**src/rtl/clk_enable_gen.sv**
```systemverilog
// Clock-enable generator.
// Produces one-cycle strobes every D clocks, with a programmable start phase.
// Runs either freely or for a fixed burst of L strobes. Configuration is
// captured only when a valid sync is accepted. A rejected sync raises a
// one-cycle error pulse and leaves the running sequence untouched.
module clk_enable_gen #(
    parameter int CNT_W   = 16,
    parameter int BURST_W = 8
) (
    input  logic               i_clk,
    input  logic               i_reset_n,
    input  logic               i_enable,
    input  logic               i_sync,
    input  logic               i_mode,
    input  logic [CNT_W-1:0]   i_divisor,
    input  logic [CNT_W-1:0]   i_phase,
    input  logic [BURST_W-1:0] i_burst_len,
    output logic               o_strobe,
    output logic               o_busy,
    output logic [BURST_W-1:0] o_strobe_count,
    output logic               o_cfg_err
);

    localparam logic [1:0] IDLE      = 2'd0;
    localparam logic [1:0] RUN_FREE  = 2'd1;
    localparam logic [1:0] RUN_BURST = 2'd2;

    localparam logic [BURST_W-1:0] COUNT_MAX = '1;

    logic [1:0]         state_reg,   state_next;
    logic [CNT_W-1:0]   cnt_reg,     cnt_next;
    logic [CNT_W-1:0]   div_reg,     div_next;
    logic [CNT_W-1:0]   phase_reg,   phase_next;
    logic               mode_reg,    mode_next;
    logic [BURST_W-1:0] len_reg,     len_next;
    logic               strobe_reg,  strobe_next;
    logic [BURST_W-1:0] count_reg,   count_next;
    logic               cfg_err_reg, cfg_err_next;

    logic               sync_valid;
    logic [CNT_W-1:0]   div_in_m1;
    logic [CNT_W-1:0]   phase_clamp;
    logic [CNT_W-1:0]   div_m1;
    logic               at_wrap;
    logic [BURST_W-1:0] count_inc;

    // The phase shadow holds the accepted offset; nothing downstream reads it.
    logic unused_phase;
    assign unused_phase = ^phase_reg;

    // A sync is acceptable only with a nonzero divisor and, in burst mode, a
    // nonzero burst length. The start offset is clamped to D-1 so the counter
    // never starts outside its range.
    assign sync_valid  = (i_divisor != '0) && !(i_mode && (i_burst_len == '0));
    assign div_in_m1   = i_divisor - CNT_W'(1);
    assign phase_clamp = (i_phase > div_in_m1) ? div_in_m1 : i_phase;
    assign div_m1      = div_reg - CNT_W'(1);
    assign at_wrap     = (cnt_reg == div_m1);
    assign count_inc   = (count_reg == COUNT_MAX) ? count_reg : count_reg + BURST_W'(1);

    // Next-state logic, in priority order: enable low, accepted sync, then wrap.
    always_comb begin
        state_next   = state_reg;
        cnt_next     = cnt_reg;
        div_next     = div_reg;
        phase_next   = phase_reg;
        mode_next    = mode_reg;
        len_next     = len_reg;
        strobe_next  = 1'b0;
        count_next   = count_reg;
        cfg_err_next = 1'b0;

        if (!i_enable) begin
            state_next = IDLE;
            cnt_next   = '0;
        end else if (i_sync && sync_valid) begin
            div_next   = i_divisor;
            phase_next = i_phase;
            mode_next  = i_mode;
            len_next   = i_burst_len;
            cnt_next   = phase_clamp;
            count_next = '0;
            state_next = i_mode ? RUN_BURST : RUN_FREE;
        end else begin
            cfg_err_next = i_sync;
            if (state_reg == IDLE) begin
                cnt_next = '0;
            end else if (at_wrap) begin
                cnt_next    = '0;
                strobe_next = 1'b1;
                count_next  = count_inc;
                if (mode_reg && (count_inc == len_reg)) begin
                    state_next = IDLE;
                end
            end else begin
                cnt_next = cnt_reg + CNT_W'(1);
            end
        end
    end

    // State and output registers, cleared immediately by the async reset.
    always_ff @(posedge i_clk or negedge i_reset_n) begin
        if (!i_reset_n) begin
            state_reg   <= IDLE;
            cnt_reg     <= '0;
            div_reg     <= '0;
            phase_reg   <= '0;
            mode_reg    <= 1'b0;
            len_reg     <= '0;
            strobe_reg  <= 1'b0;
            count_reg   <= '0;
            cfg_err_reg <= 1'b0;
        end else begin
            state_reg   <= state_next;
            cnt_reg     <= cnt_next;
            div_reg     <= div_next;
            phase_reg   <= phase_next;
            mode_reg    <= mode_next;
            len_reg     <= len_next;
            strobe_reg  <= strobe_next;
            count_reg   <= count_next;
            cfg_err_reg <= cfg_err_next;
        end
    end

    assign o_strobe       = strobe_reg;
    assign o_busy         = (state_reg != IDLE);
    assign o_strobe_count = count_reg;
    assign o_cfg_err      = cfg_err_reg;

endmodule

```
**config.mk**
```make
export PLATFORM = sky130hd
export DESIGN_NAME = clk_enable_gen
export DESIGN_NICKNAME = d
export VERILOG_FILES = /design/src/rtl/clk_enable_gen.sv
export SDC_FILE = /design/constraint.sdc
export NUM_CORES = 1
export LEC_CHECK = 0
export ABC_AREA = 1
export CORE_ASPECT_RATIO = 1.2
export CORE_MARGIN = 2
export CORE_UTILIZATION = 50
export CTS_BUF_LIST = sky130_fd_sc_hd__clkbuf_8 sky130_fd_sc_hd__clkbuf_16
export DETAILED_ROUTE_END_ITERATION = 12
export GPL_ROUTABILITY_DRIVEN = 1
export GPL_TIMING_DRIVEN = 0
export HOLD_SLACK_MARGIN = 0.02
export PLACE_DENSITY_LB_ADDON = 0.15
export SYNTH_ARGS = -nofsm -noshare
export SYNTH_HDL_FRONTEND = slang
export SYNTH_SLANG_ARGS = --single-unit
```
**constraint.sdc**
```tcl
create_clock -name i_clk -period 3.76 [get_ports i_clk]
set_input_delay 0.564 -clock i_clk [delete_from_list [all_inputs] [get_ports i_clk]]
set_output_delay 0.564 -clock i_clk [all_outputs]
set_load 0.01 [all_outputs]
```
* Word-level counts from Yosys, hierarchy flattened *
Cells that the tools add are included.

operators by class
  reduce and logical (&&, ||, !) cells = 13
  mux-type cells = 21
  $add $sub $neg = 4
  eq/ne operators = 7
  $lt $le $gt $ge = 1

operators by type and width
  operator                 count
  $mux W16                 5
  $mux W8                  4
  $sub A16 B1 Y16 const B  2
  $add A16 B1 Y16 const B  1
  $eq A16 B16 Y1           1
  $gt A16 B16 Y1           1
  $reduce_bool A16 Y1      1
  $mux W2                  6
  $add A8 B1 Y8 const B    1
  $eq A8 B8 Y1             1
  $eq A8 B8 Y1 const B     1
  $logic_not A8 Y1         1
  $mux W1                  6
  $ne A3 B1 Y1 const B     2
  $reduce_and A3 Y1        2
  $logic_and A1 B1 Y1      4
  $reduce_bool A2 Y1       2
  $ne A3 B3 Y1 const B     1
  $logic_not A2 Y1         1
  $ne A2 B2 Y1 const B     1
  $reduce_and A2 Y1        1
  $logic_not A1 Y1         1

storage, ports and cells
  bits in registers = 53

* Longest topological paths before layout *
  word-level depth = 9
  depth in mapped cells = 19
  depth with buffers taken out = 18

* Least setup slack after synthesis *
Ideal clock, no wire load.

  path type = input -> register
  start = input i_divisor[0]
  end = register cnt_reg[4]
  path slack = 0.726 ns
  path buffers = 1
  required time = 3.643 ns
  arrival = 2.916 ns
  cell stages on the path = 17
  path through = inv_1 ha_1 nand2_1 nor2_1 nand2_2 nor2_4 nand4_1 xor2_1 ha_1 nand4_1 nor3_1 nand2_1 nand2_1 clkbuf_1 nand2_1 nand3_1 nand2_1

between the ends
  longest elaborated chain between the ends = 5

ends and longest elaborated chain
  item                                                    line    RTL
  from (decl)                                             15      input logic [CNT_W-1:0] i_divisor,
  $sub A16 B1 Y16 or $reduce_bool A16 Y1 (tied branches)  55, 54
  $gt A16 B16 Y1 or $logic_and A1 B1 Y1 (tied branches)   56, 54
  $mux W16 or $logic_and A1 B1 Y1 (tied branches)         56, 76
  $mux W16 (*)                                            76      end else if (i_sync && sync_valid) begin
  $mux W16 (*)                                            73      if (!i_enable) begin
  named net cnt_next[4]                                   31      logic [CNT_W-1:0] cnt_reg, cnt_next;
  to (signal assigned)                                    115     cnt_reg <= cnt_next;
  to (decl)                                               31

The timed path passes the listed nets; every way through them passes the cells marked *.
A chain may end at the register's enable or synchronous reset.

* Worst setup path in the final report *
  start = input i_divisor[2]
  end = register cnt_reg[8]

Same word-level chain as after synthesis.

==> Flow_metrics.wiki <==
{| class="wikitable"
! Metric !! Value
|-
| Global routing usage summed across all routing layers || 25.2%
|-
| Share of synthesized area occupied by flip-flops and latches || 27.8%
|-
| Total nets after synthesis || 789
|-
| Number of ports placed on the die boundary || 56
|-
| Post-layout util || 60.3%
|-
| Die Y-Extent || 111 um
|-
| Maximum root-to-sink buffer count || 2
|-
| Delay of the slowest critical-path stage || 0.50 ns
|-
| Critical-path maximum fanout || 10
|-
| Leading cell types in the layout, fill and taps excluded || 225 x sky130_fd_sc_hd__nand2_1, 98 x sky130_fd_sc_hd__inv_1, 80 x sky130_fd_sc_hd__nand3_1
|-
| X dimension of the die || 93.1 um
|-
| Post-Synth XOR/XNOR Area || 7.35%
|-
| Largest net degree at the start of global routing || 42
|-
| Synth Cell Area || 0.00476 mm2
|-
| Max_cap viols || 0
|-
| Number of instances in the placed design || 903
|-
| WL final || 12.3 mm
|-
| Count of input and output buffers || 55
|-
| Family with the most delay on the worst path || simple AND/OR/NAND/NOR gates
|-
| Final cycle utilization of the critical path || 91.7%
|-
| Minimum clock period after layout || 3.45 ns
|-
| Hold Slack || 0.156 ns
|-
| Setup skew after layout || 0.00795 ns
|-
| Number of detailed-route iterations in the first pass || 4
|-
| Req. time, crit path || 3.95 ns
|-
| Remaining global-route overflow || 0
|-
| Buffering stage count on the worst path with inverters included || 2
|-
| Die Area || 0.0103 mm2
|-
| Root Buffer || sky130_fd_sc_hd__clkbuf_16
|-
| Cell taking the most area after synthesis || sky130_fd_sc_hd__dfrtp_1
|-
| Net count, final || 852
|-
| Area Growth Syn to Fin || 19.3%
|-
| Arr. time, crit path || 3.64 ns
|-
| Clk Latency, worst-skew pair || 0.30 ns
|-
| Number of antenna violations at the first check in global routing || 0
|-
| Syn Inst Count || 724
|-
| Total of flip-flops plus latches after synthesis || 53
|-
| Power density normalized to cell area || 317 mW/mm2
|-
| Highest attainable clock frequency || 0.290 GHz
|-
| Fill cell instance count of the final layout || 901
|-
| Max-slew headroom at the worst pin || 60.6%
|-
| DR DRC count || 0
|-
| Post-Syn Area per Cell || 6.58 um2
|-
| Crit-path cells || clkdlybuf4s50_1, nor2_1, nand2_1, nor2_1, nand3_1, xor2_1, ha_1, nand4_1, nor3_2, o21ai_1, nand2_2, clkbuf_4, nand3_1, nand3_1, nand2_1
|-
| Initial core utilization || 50.6%
|-
| Unrepaired setup endpoints after global routing || no
|-
| DP Wirelength || 10.3 mm
|-
| Routed wire length per instance || 13.5 um
|-
| First-pass GRT wire length || 21.0 mm
|-
| Adder-cell share of the synthesized area || 5.25%
|-
| Number of synthesized flops with an enable pin || 0
|-
| Crit start category || primary input
|-
| Final setup fails || 0
|-
| Leakage component of the power || 2.98 nW
|-
| Clock tree from TritonCTS || done
|-
| Async set-reset flop share out of synthesis || 100%
|-
| Post-synthesis compound-gate area fraction || 4.96%
|-
| Area fraction of the dominant cell type after synthesis || 27.8%
|-
| Top FF cell, synth || sky130_fd_sc_hd__dfrtp_1
|-
| Element type at the critical path end || register
|-
| Worst path most repeated cell || sky130_fd_sc_hd__nand3_1
|-
| Number of warnings printed during yosys synthesis || 0
|-
| Leading cell type in the layout, fill and taps excluded || sky130_fd_sc_hd__nand2_1
|-
| Run status || completed
|-
| Max Transition Viols Final || 0
|-
| Worst min-delay path category || primary input to async pin
|-
| Clock Sink Count || 53
|-
| Slowest stage cell on the critical path || sky130_fd_sc_hd__clkdlybuf4s50_1
|-
| VDD IR-drop max || 0.199 mV
|-
| Core region area || 0.00942 mm2
|-
| Overall via count from detail_route || 4,660
|-
| Clock slew at the register clock pins of the worst setup and hold paths || 0.08 ns
|-
| Cell row count || 39
|-
| Count of non-filler cells in the finished layout || 911
|-
| Total clock buffers created by CTS || 5
|-
| Via count normalized by instance count || 5.12
|-
| Hold bufs inserted after CTS || 0
|-
| Via count of the first global-routing pass || 4,680
|-
| Main combinational cell family by area after synthesis || simple AND/OR/NAND/NOR gates
|-
| Hold violation count in the final report || 0
|-
| Slew of the pin with the lowest slew margin || 0.586 ns
|-
| Most area-consuming cells after synthesis || sky130_fd_sc_hd__dfrtp_1 28%, sky130_fd_sc_hd__nand2_1 18%, sky130_fd_sc_hd__nand3_1 8.4%
|-
| Final weighted congestion in routability-driven placement || 0.907
|-
| Multiplexer area fraction after synthesis || 0%
|-
| Residual antenna-violating net count after detailed routing || 0
|-
| Antenna cells || 0
|-
| Level count of the clock H-tree || 2
|-
| Setup tns final || 0 ns
|-
| Fraction of final layout cells sized beyond drive strength 1 || 9.77%
|-
| Count of distinct cell types in the synthesized netlist || 37
|-
| Class of the most critical setup path || primary input to register
|-
| Area share of and/or/nand/nor cells after synthesis || 43.9%
|-
| Detailed Route Iter0 Violations || 214
|}
-- repair_timing --
action	CTS	global route
endpoints found under the setup margin	16	16
resized for setup	4	9
endpoints found under the hold margin	0	0
cloned	0	0
pin swaps	0	2
setup buffers	0	1
-- power by group --
part	total, mW	switching [mW]	internal (mW)
Combinational	0.576	0.344	0.232
Sequential	0.682	0.0593	0.623
Clock	0.541	0.225	0.316
Total	1.80	0.629	1.17
-- worst register-to-register path: cells and delay by family, from the launching register on --
family	cells	cell delay, ns
AOI/OAI and AO/OA	1	0.11
adders and majority gates	1	0.30
buffers and inverters	2	0.42
DFF	1	0.38
and+or+nand+nor	8	0.98
-- synthesized netlist by cell type (all sizes together), types with 2 or more instances --
master,count
or2,2
clkbuf,4
o21ai,32
nand4,13
xnor2,9
nor4,6
buf,12
clkinv,3
a21oi,12
nor3,8
nor2,77
nand3,94
xor2,31
ha,20
nand3b,4
dfrtp,53
nand2,237
inv,102
-- logic make-up (layout without fill, tap and decap cells) --
kind of cell,count (synthesis),count (layout)
xor gates and xnor gates,40,40
DFF,53,53
buffers and inverters,121,185
adders and majority gates,20,20
AOI/OAI and AO/OA,46,46
and+or+nand+nor,444,444
-- final cells by class --
class / count / area (um2) / share of cell area [%]
multi-input combinational: 550 / 2950 / 51.9
clock inverter: 3 / 43.8 / 0.771
inverter: 105 / 404 / 7.11
buffer: 15 / 106 / 1.87
clock buffer: 5 / 125 / 2.20
timing repair buffer: 57 / 576 / 10.1
sequential: 53 / 1330 / 23.3
tap: 123 / 154 / 2.71
-- worst paths after layout --
path | startpoint | to | slack [ns] | depth (start not counted)
max | i_divisor[2] | cnt_reg[8] | 0.31 | 15
min | i_reset_n | o_strobe_count[4] | 0.16 | 1
max reg2reg | div_reg[0] | cnt_reg[10] | 1.48 | 12
min reg2reg | state_reg[0] | state_reg[0] | 0.51 | 2
max in group asynchronous | i_reset_n | state_reg[1] | 3.08 | 2
min in group i_clk | state_reg[0] | state_reg[0] | 0.51 | 2
-- routing by layer --
metal	global-route usage, %	wire, um
met1	29.4	5110
met2	46.4	6380
met3	2.45	412
met4	10.2	414
met5	0	0
-- per-stage QoR --
| step | total power [mW] | instance area (um2) | setup slack [ns] |
|---|---|---|---|
| finish | 1.80 | 5680 | 0.312 |
| global route | 1.92 | 5680 | 0.0300 |
| CTS | 1.81 | 5660 | 0.0309 |
| detailed placement | 1.26 | 5480 | -0.688 |
| global placement | 1.25 | 5470 | -0.629 |
| floorplan | 1.08 | 4760 | 0.726 |
(Power assumes the default switching activity.)
